## config.mk

```make
export PLATFORM = sky130hd
export DESIGN_NAME = ring_writer_4
export DESIGN_NICKNAME = d
export VERILOG_FILES = /design/src/rtl/ring_writer_4.sv
export SDC_FILE = /design/constraint.sdc
export NUM_CORES = 1
export LEC_CHECK = 0
export CAP_MARGIN = 20
export CORE_MARGIN = 4
export CORE_UTILIZATION = 46
export CTS_CLUSTER_DIAMETER = 30
export CTS_CLUSTER_SIZE = 16
export DETAILED_ROUTE_END_ITERATION = 8
export PLACE_DENSITY = 0.79
export SYNTH_ARGS = -nofsm -noshare
export SYNTH_HDL_FRONTEND = slang
export SYNTH_SLANG_ARGS = --single-unit
```

## constraint.sdc

```tcl
create_clock -name Clk -period 2.8 [get_ports Clk]
set_input_delay 0.56 -clock Clk [delete_from_list [all_inputs] [get_ports Clk]]
set_output_delay 0.56 -clock Clk [all_outputs]
set_load 0.02 [all_outputs]
```

## src/rtl/ring_writer_4.sv

```systemverilog
// ring_writer_4
// Producer side of the 4-slot circular buffer between convolution pipeline
// stages. It accepts a valid/ready word stream into a ring of slots. It owns the
// write pointer and the lap bit. It follows the reader's pointer from
// single-cycle consume pulses and publishes a per-slot occupancy mask.
//
// Ports
//   Clk        rising-edge clock for all state
//   Reset      asynchronous, active-high reset
//   In_Valid   upstream word present
//   In_Data    upstream word
//   In_Ready   a word can be accepted this cycle (not full, not in reset)
//   R_Inc      reader consumed the slot at R_Addr this cycle
//   W_Addr     next slot to be written
//   R_Addr     next slot to be read
//   Round      writer is one lap ahead of the reader
//   Ready      bit i set iff slot i holds unread data
//   Count      number of unread slots, 0..4
//   Slot_Data  slot i occupies bits [i*DataWidth +: DataWidth]
//   Underflow  sticky: R_Inc seen while empty, cleared only by Reset
module ring_writer_4 #(
    parameter int DataWidth   = 8,
    parameter int BufferWidth = 2,
    parameter int BufferSize  = 4
) (
    input  logic                            Clk,
    input  logic                            Reset,
    input  logic                            In_Valid,
    input  logic [DataWidth-1:0]            In_Data,
    output logic                            In_Ready,
    input  logic                            R_Inc,
    output logic [BufferWidth-1:0]          W_Addr,
    output logic [BufferWidth-1:0]          R_Addr,
    output logic                            Round,
    output logic [BufferSize-1:0]           Ready,
    output logic [2:0]                      Count,
    output logic [BufferSize*DataWidth-1:0] Slot_Data,
    output logic                            Underflow
);

    logic [BufferWidth-1:0] w_addr;
    logic [BufferWidth-1:0] r_addr;
    logic                   round_bit;
    logic                   underflow_bit;
    logic [DataWidth-1:0]   slot [BufferSize];

    logic       full;
    logic       empty;
    logic       accept;
    logic       consume;
    logic       w_wrap;
    logic       r_wrap;
    logic [2:0] count;
    logic [3:0] fill_mask;
    logic [7:0] rot_mask;

    // The lap bit extends the write pointer, so the 3-bit difference
    // gives the occupancy directly. That includes the full case.
    assign count   = {round_bit, w_addr} - {1'b0, r_addr};
    assign full    = (w_addr == r_addr) && round_bit;
    assign empty   = (w_addr == r_addr) && !round_bit;

    assign accept  = In_Valid && In_Ready;
    assign consume = R_Inc && !empty;
    assign w_wrap  = accept  && (w_addr == 2'd3);
    assign r_wrap  = consume && (r_addr == 2'd3);

    // Occupancy mask: Count ones in the low bits, rotated left by R_Addr.
    // The pattern is rotated as a doubled copy. Bits shifted out of the top
    // copy then re-enter from the lower copy, so nothing is lost at wrap.
    always_comb begin
        fill_mask = 4'b0000;
        case (count)
            3'd0:    fill_mask = 4'b0000;
            3'd1:    fill_mask = 4'b0001;
            3'd2:    fill_mask = 4'b0011;
            3'd3:    fill_mask = 4'b0111;
            default: fill_mask = 4'b1111;
        endcase
        rot_mask = {fill_mask, fill_mask} << r_addr;
    end

    always_ff @(posedge Clk or posedge Reset) begin
        if (Reset) begin
            w_addr        <= '0;
            r_addr        <= '0;
            round_bit     <= 1'b0;
            underflow_bit <= 1'b0;
            for (int i = 0; i < BufferSize; i++) begin
                slot[i] <= '0;
            end
        end else begin
            if (accept) begin
                slot[w_addr] <= In_Data;
                w_addr       <= w_addr + 1'b1;
            end
            if (consume) begin
                r_addr <= r_addr + 1'b1;
            end
            if (R_Inc && empty) begin
                underflow_bit <= 1'b1;
            end
            // Two wraps in the same cycle cancel each other.
            round_bit <= round_bit ^ (w_wrap ^ r_wrap);
        end
    end

    // Reset gates In_Ready combinationally, so the upstream side sees the
    // block drop out at once, without a clock edge.
    assign In_Ready  = !full && !Reset;
    assign W_Addr    = w_addr;
    assign R_Addr    = r_addr;
    assign Round     = round_bit;
    assign Count     = count;
    assign Ready     = rot_mask[7:4];
    assign Underflow = underflow_bit;

    for (genvar i = 0; i < BufferSize; i++) begin : g_slot_out
        assign Slot_Data[i*DataWidth +: DataWidth] = slot[i];
    end

endmodule

```

# Word-level counts from Yosys, hierarchy flattened

Cells that the tools add are included.

Divide/modulo/power cells: 0
Bitwise logic cells: 3
$mul: 0
Shifts and indexed selects: 1
Equal/unequal tests: 6
$add $sub $neg: 3
$lt $le $gt $ge: 2
Mux-type cells: 4
Reduce and logical (&&, ||, !) cells: 14

Operator list:

| operator              | count |
|---|---|
| $bwmux W32            | 1 |
| $demux W8 S2          | 1 |
| $pmux W4 S4           | 1 |
| $logic_and A1 B1 Y1   | 9 |
| $mux W8               | 1 |
| $shl A8 B2 Y8         | 1 |
| $eq A3 B2 Y1 const B  | 2 |
| $add A2 B1 Y2 const B | 2 |
| $eq A2 B2 Y1 const B  | 2 |
| $logic_not A1 Y1      | 4 |
| $eq A3 B1 Y1 const B  | 1 |
| $ge A3 B3 Y1 const B  | 1 |
| $logic_not A3 Y1      | 1 |
| $lt A3 B1 Y1 const B  | 1 |
| $not A2 Y3            | 1 |
| $sub A3 B2 Y3         | 1 |
| $eq A2 B2 Y1          | 1 |
| $xor A1 B1 Y1         | 2 |

Bits in read-only memories: 0
Memories kept: 0
Output and inout bits: 46
Bits in latches: 0
Memory bits (writable): 0
Input bits: 12
Bits in registers: 38

# Depth between registers and ports, before layout

Depth after elaboration: 8
Gate-level depth with buffers: 7
Mapped depth without buffers: 6

# Worst setup path after synthesis

No wires, ideal clock.

Path kind: reg-to-output
Start: register w_addr[0], in the netlist W_Addr[0]
End: output port Ready[0]
Cell stages (with the launch flop): 7
Required time: 2240 ps
Path slack: 123 ps
Arrival time: 2117 ps
Buffers on the path: 0
Cell sequence: dfrtp_1 > inv_1 > ha_1 > fa_1 > inv_1 > a21oi_1 > o21ai_0

Longest elaborated chain between the ends: 4
Elaborated cells on any way between the ends: 7
Those cells by class: add/sub: 1; eq/ne: 3; shift: 1; mux: 1; reduce/logical: 1

Ends and longest elaborated chain:

| item                                 | line | source |
|---|---|---|
| start: declaration                   | 41   | `logic [BufferWidth-1:0] w_addr;` |
| start signal: assignment             | 95   | `w_addr <= w_addr + 1'b1;` |
| $sub A3 B2 Y3 (*)                    | 59   | `assign count = {round_bit, w_addr} - {1'b0, r_addr};` |
| via Count[1]                         | 36   | `output logic [2:0] Count,` |
| $eq A3 B2 Y1 (tied with other cells) | 73   | `case (count)` |
| $pmux W4 S4 (*)                      | 73   |  |
| $shl A8 B2 Y8 (*)                    | 80   | `rot_mask = {fill_mask, fill_mask} << r_addr;` |
| end: declaration                     | 35   | `output logic [BufferSize-1:0] Ready,` |

Mark *: on every way through the listed nets, which the timed path passes. The rest lies on a longest branch.

# Worst setup path after layout

Start: register w_addr[0], in the netlist W_Addr[0]
End: output port Count[1]

Longest elaborated chain between the ends: 1

Ends and longest elaborated chain:

| item             | line |
|---|---|
| $sub A3 B2 Y3    | 59 |
| end: declaration | 36 |

No other way between the ends.

==> results by group <==
Worst hold path
  – Hold Path Origin: Underflow
  – Min-delay worst type: reg -> reg

Place
  – Post-DP HPWL: 3080 µm
  – RePlAce Congestion: ~0.80
  – Port Buffers: 57

Global route
  – Initial antenna violation count: 0
  – Vias in the first global route: 1386
  – Grt total ovfl: 0
  – First-pass GRT wire length: between 6000 and 7000 µm
  – Tot GR Track Use: 0.174
  – Largest net degree at the start of global routing: 39

Yosys
  – Post-synthesis sequential area ratio: 0.512
  – Cells after Synth: around 120
  – Netlist cell types: 23
  – Synth Cell Area: around 0.0019 mm²
  – YS warnings: 0
  – Avg Synthesized Cell Area: 15.0 µm²
  – Mapped Nets: 144
  – Yosys reg bits: 38

Clock network
  – # clock sinks: 38
  – Insertion delay to the later sink of the worst-skew pair: 0.28 ns
  – Clock buffer count from CTS: 5
  – Clock Tree Buf Depth: 2
  – Cts hold-fix bufs: 0
  – CTS tree: done
  – CTS clk-pin slew, worst paths: about 0.070 ns
  – Post-CTS Setup Bufs: 0
  – Clock Tree Root: clkbuf_8
  – # H-tree levels: 2

Detailed routing
  – Via/cell ratio: 4.99
  – Antenna-violating nets left: 0
  – DRC: 0
  – WL final: 4050 µm
  – 1st-pass router iterations: 4
  – Wire length per cell: 16.8 µm
  – Iter 0 DRT Violations: 68
  – Via count: ~1200

Finish
  – Area growth from synthesis to layout: 39.7%
  – Fin nets: 212
  – Ant diodes: 0
  – Final core occ: 0.687
  – Layout cells sized above 1: 0.311

STA
  – Maximum clock rate: 369 MHz
  – RSZ-0062 raised after global routing: false
  – Rel. slew slack: 0.690
  – Tmin final: approximately 2.7 ns
  – Final setup fails: 0
  – Final Skew: about 0.0024 ns
  – Tcrit/Tclk final: 0.967
  – Fin. max-slew vios: 0
  – Worst-Margin Slew: 0.465 ns
  – Final Hold Fails: 0

Pwr
  – Worst VDD drop: approximately 0.0011 V
  – Power Dens Cells: 1490 mW/mm²
  – Power, Total: 3.87 mW
  – Leakage power: 1.19 nW

Floorplan
  – Core box area: 0.00377 mm²
  – Die area: 0.00511 mm²
  – Floorplan row count: 22
  – # IOs: 58
  – Die Ht: 71.5 µm
  – Die width: ~70 µm
  – Initial core utilization: 0.492

Critical path
  – Crit Path Max Fanout: 6
  – Req. time, crit path: 2.24 ns
  – Worst R2R Setup Slack: 0.73 ns
  – Crit path from: W_Addr[0]
  – Setup CP Type: reg -> out
  – Arr. time, crit path: around 2.2 ns
  – Reg-to-Reg Start: R_Addr[1]
  – Critical Path Start Type: flip-flop
  – CP endpoint kind: primary output

Flow run
  – MaxCap Viol Count: 0

Status
  – Run status: finished clean
area by class of cell:
| class | instances | area (µm²) |
|---|---|---|
| fill | 274 | 1180 |
| tap | 48 | 60.1 |
| multi-input combinational | 74 | 840 |
| timing repair buffer | 66 | 621 |
| clock inverter | 2 | 12.5 |
| inverter | 7 | 26.3 |
| sequential | 38 | 951 |
| clock buffer | 6 | 82.6 |
registers in the layout, summed over array words and instances, names as in the netlist:
name,count
Slot_Data,32
Round,1
W_Addr,2
Underflow,1
R_Addr,2
worst max-delay path, stage by stage (launching register included):
cell	delay [ns]
dfrtp_1	0.38
inv_1	0.11
ha_1	0.18
fa_2	0.49
inv_1	0.10
clkdlybuf4s50_1	0.60
cell families (layout without fill, tap and decap cells):
family	count (synthesis)	count (layout)	synth area share
AND/OR/NAND/NOR	15	15	0.0479
XOR/XNOR	4	4	0.0189
buffers and inverters	12	81	0.0405
flip-flops	38	38	0.512
AO/OA/AOI/OAI	9	9	0.0290
adder cells (fa/ha/maj)	10	10	0.0688
multiplexers	36	36	0.283
worst paths after layout:
| check | end | cells after the start |
|---|---|---|
| worst max-delay path | Count[1] | 5 |
| worst min-delay path | Underflow | 1 |
| worst max register to register | Slot_Data[21] | 7 |
| worst min register to register | Underflow | 1 |
| max in group asynchronous | Slot_Data[4] | 3 |
| min in group asynchronous | W_Addr[1] | 3 |
Yosys cell counts (all sizes together):
master	number	area share
nand2	4	0.0081
mux2i	1	0.0054
dfrtp	38	0.51
nor2b	1	0.0047
xnor2	4	0.019
and3b	1	0.0054
nand2b	2	0.0067
fa	1	0.011
clkbuf	1	0.0020
buf	4	0.024
a31oi	1	0.0034
mux2	35	0.28
a21boi	1	0.0040
nor2	2	0.0040
ha	7	0.047
inv	7	0.014
o21ai	3	0.0081
and3	4	0.013
a21oi	2	0.0054
nand3	1	0.0054
a21o	2	0.0081
maj3	2	0.011
repair_timing:
action	CTS	global route
setup endpoints to repair	5	3
endpoints found under the hold margin	0	0
gates resized for setup	12	3
pin swaps	0	0
routing by layer:
metal  GRT usage  wire length (µm)  share of wire  vias to the layer above
li1            -                 -              -                      554
met1       0.221              1740           0.43                      595
met2       0.288              1960           0.48                       47
met3      0.0547               303          0.075                        7
met4      0.0438                44          0.011                        0
met5           0                 0              0                        -
placed cells by master, fill, tap and decap left out:
master            n
clkbuf_2          2
clkbuf_8          6
maj3_1            2
nand2_1           4
ha_1              7
xnor2_1           3
nor2_1            2
mux2_2            3
and3b_2           1
buf_4             9
nand3_2           1
o21ai_0           3
inv_1             7
dlygate4sd2_1     2
dfrtp_1          38
mux2i_1           1
clkdlybuf4s50_1  52
a21boi_0          1
clkinv_2          1
clkinvlp_4        1
a31oi_1           1
nand2b_1          2
mux2_4           32
a21oi_1           2
nor2b_2           1
and3_1            4
buf_2             1
fa_2              1
a21o_1            2
xnor2_2           1
metrics by stage:
step | instances | hold WS, ns | cell area (µm²) | TNS, ns | setup WS [ns]
2_1_floorplan | 124 | 0.565 | 1860 | 0 | 0.123
3_3_place_gp | 233 | 0.449 | 2500 | 0 | 0.0775
3_5_place_dp | 233 | 0.449 | 2500 | -0.0301 | -0.0301
4_1_cts | 241 | 0.470 | 2610 | 0 | 0.0181
5_1_grt | 241 | 0.500 | 2590 | 0 | 0.0340
6_report | 241 | 0.474 | 2590 | 0 | 0.0919
power breakdown:
group	leakage, nW	switching (mW)	internal [mW]	total (mW)
registers	0.453	0.185	0.827	1.01
clock network	0.0472	0.183	0.198	0.381
logic	0.694	1.20	1.27	2.47
Power figures use the tool's default switching activity.
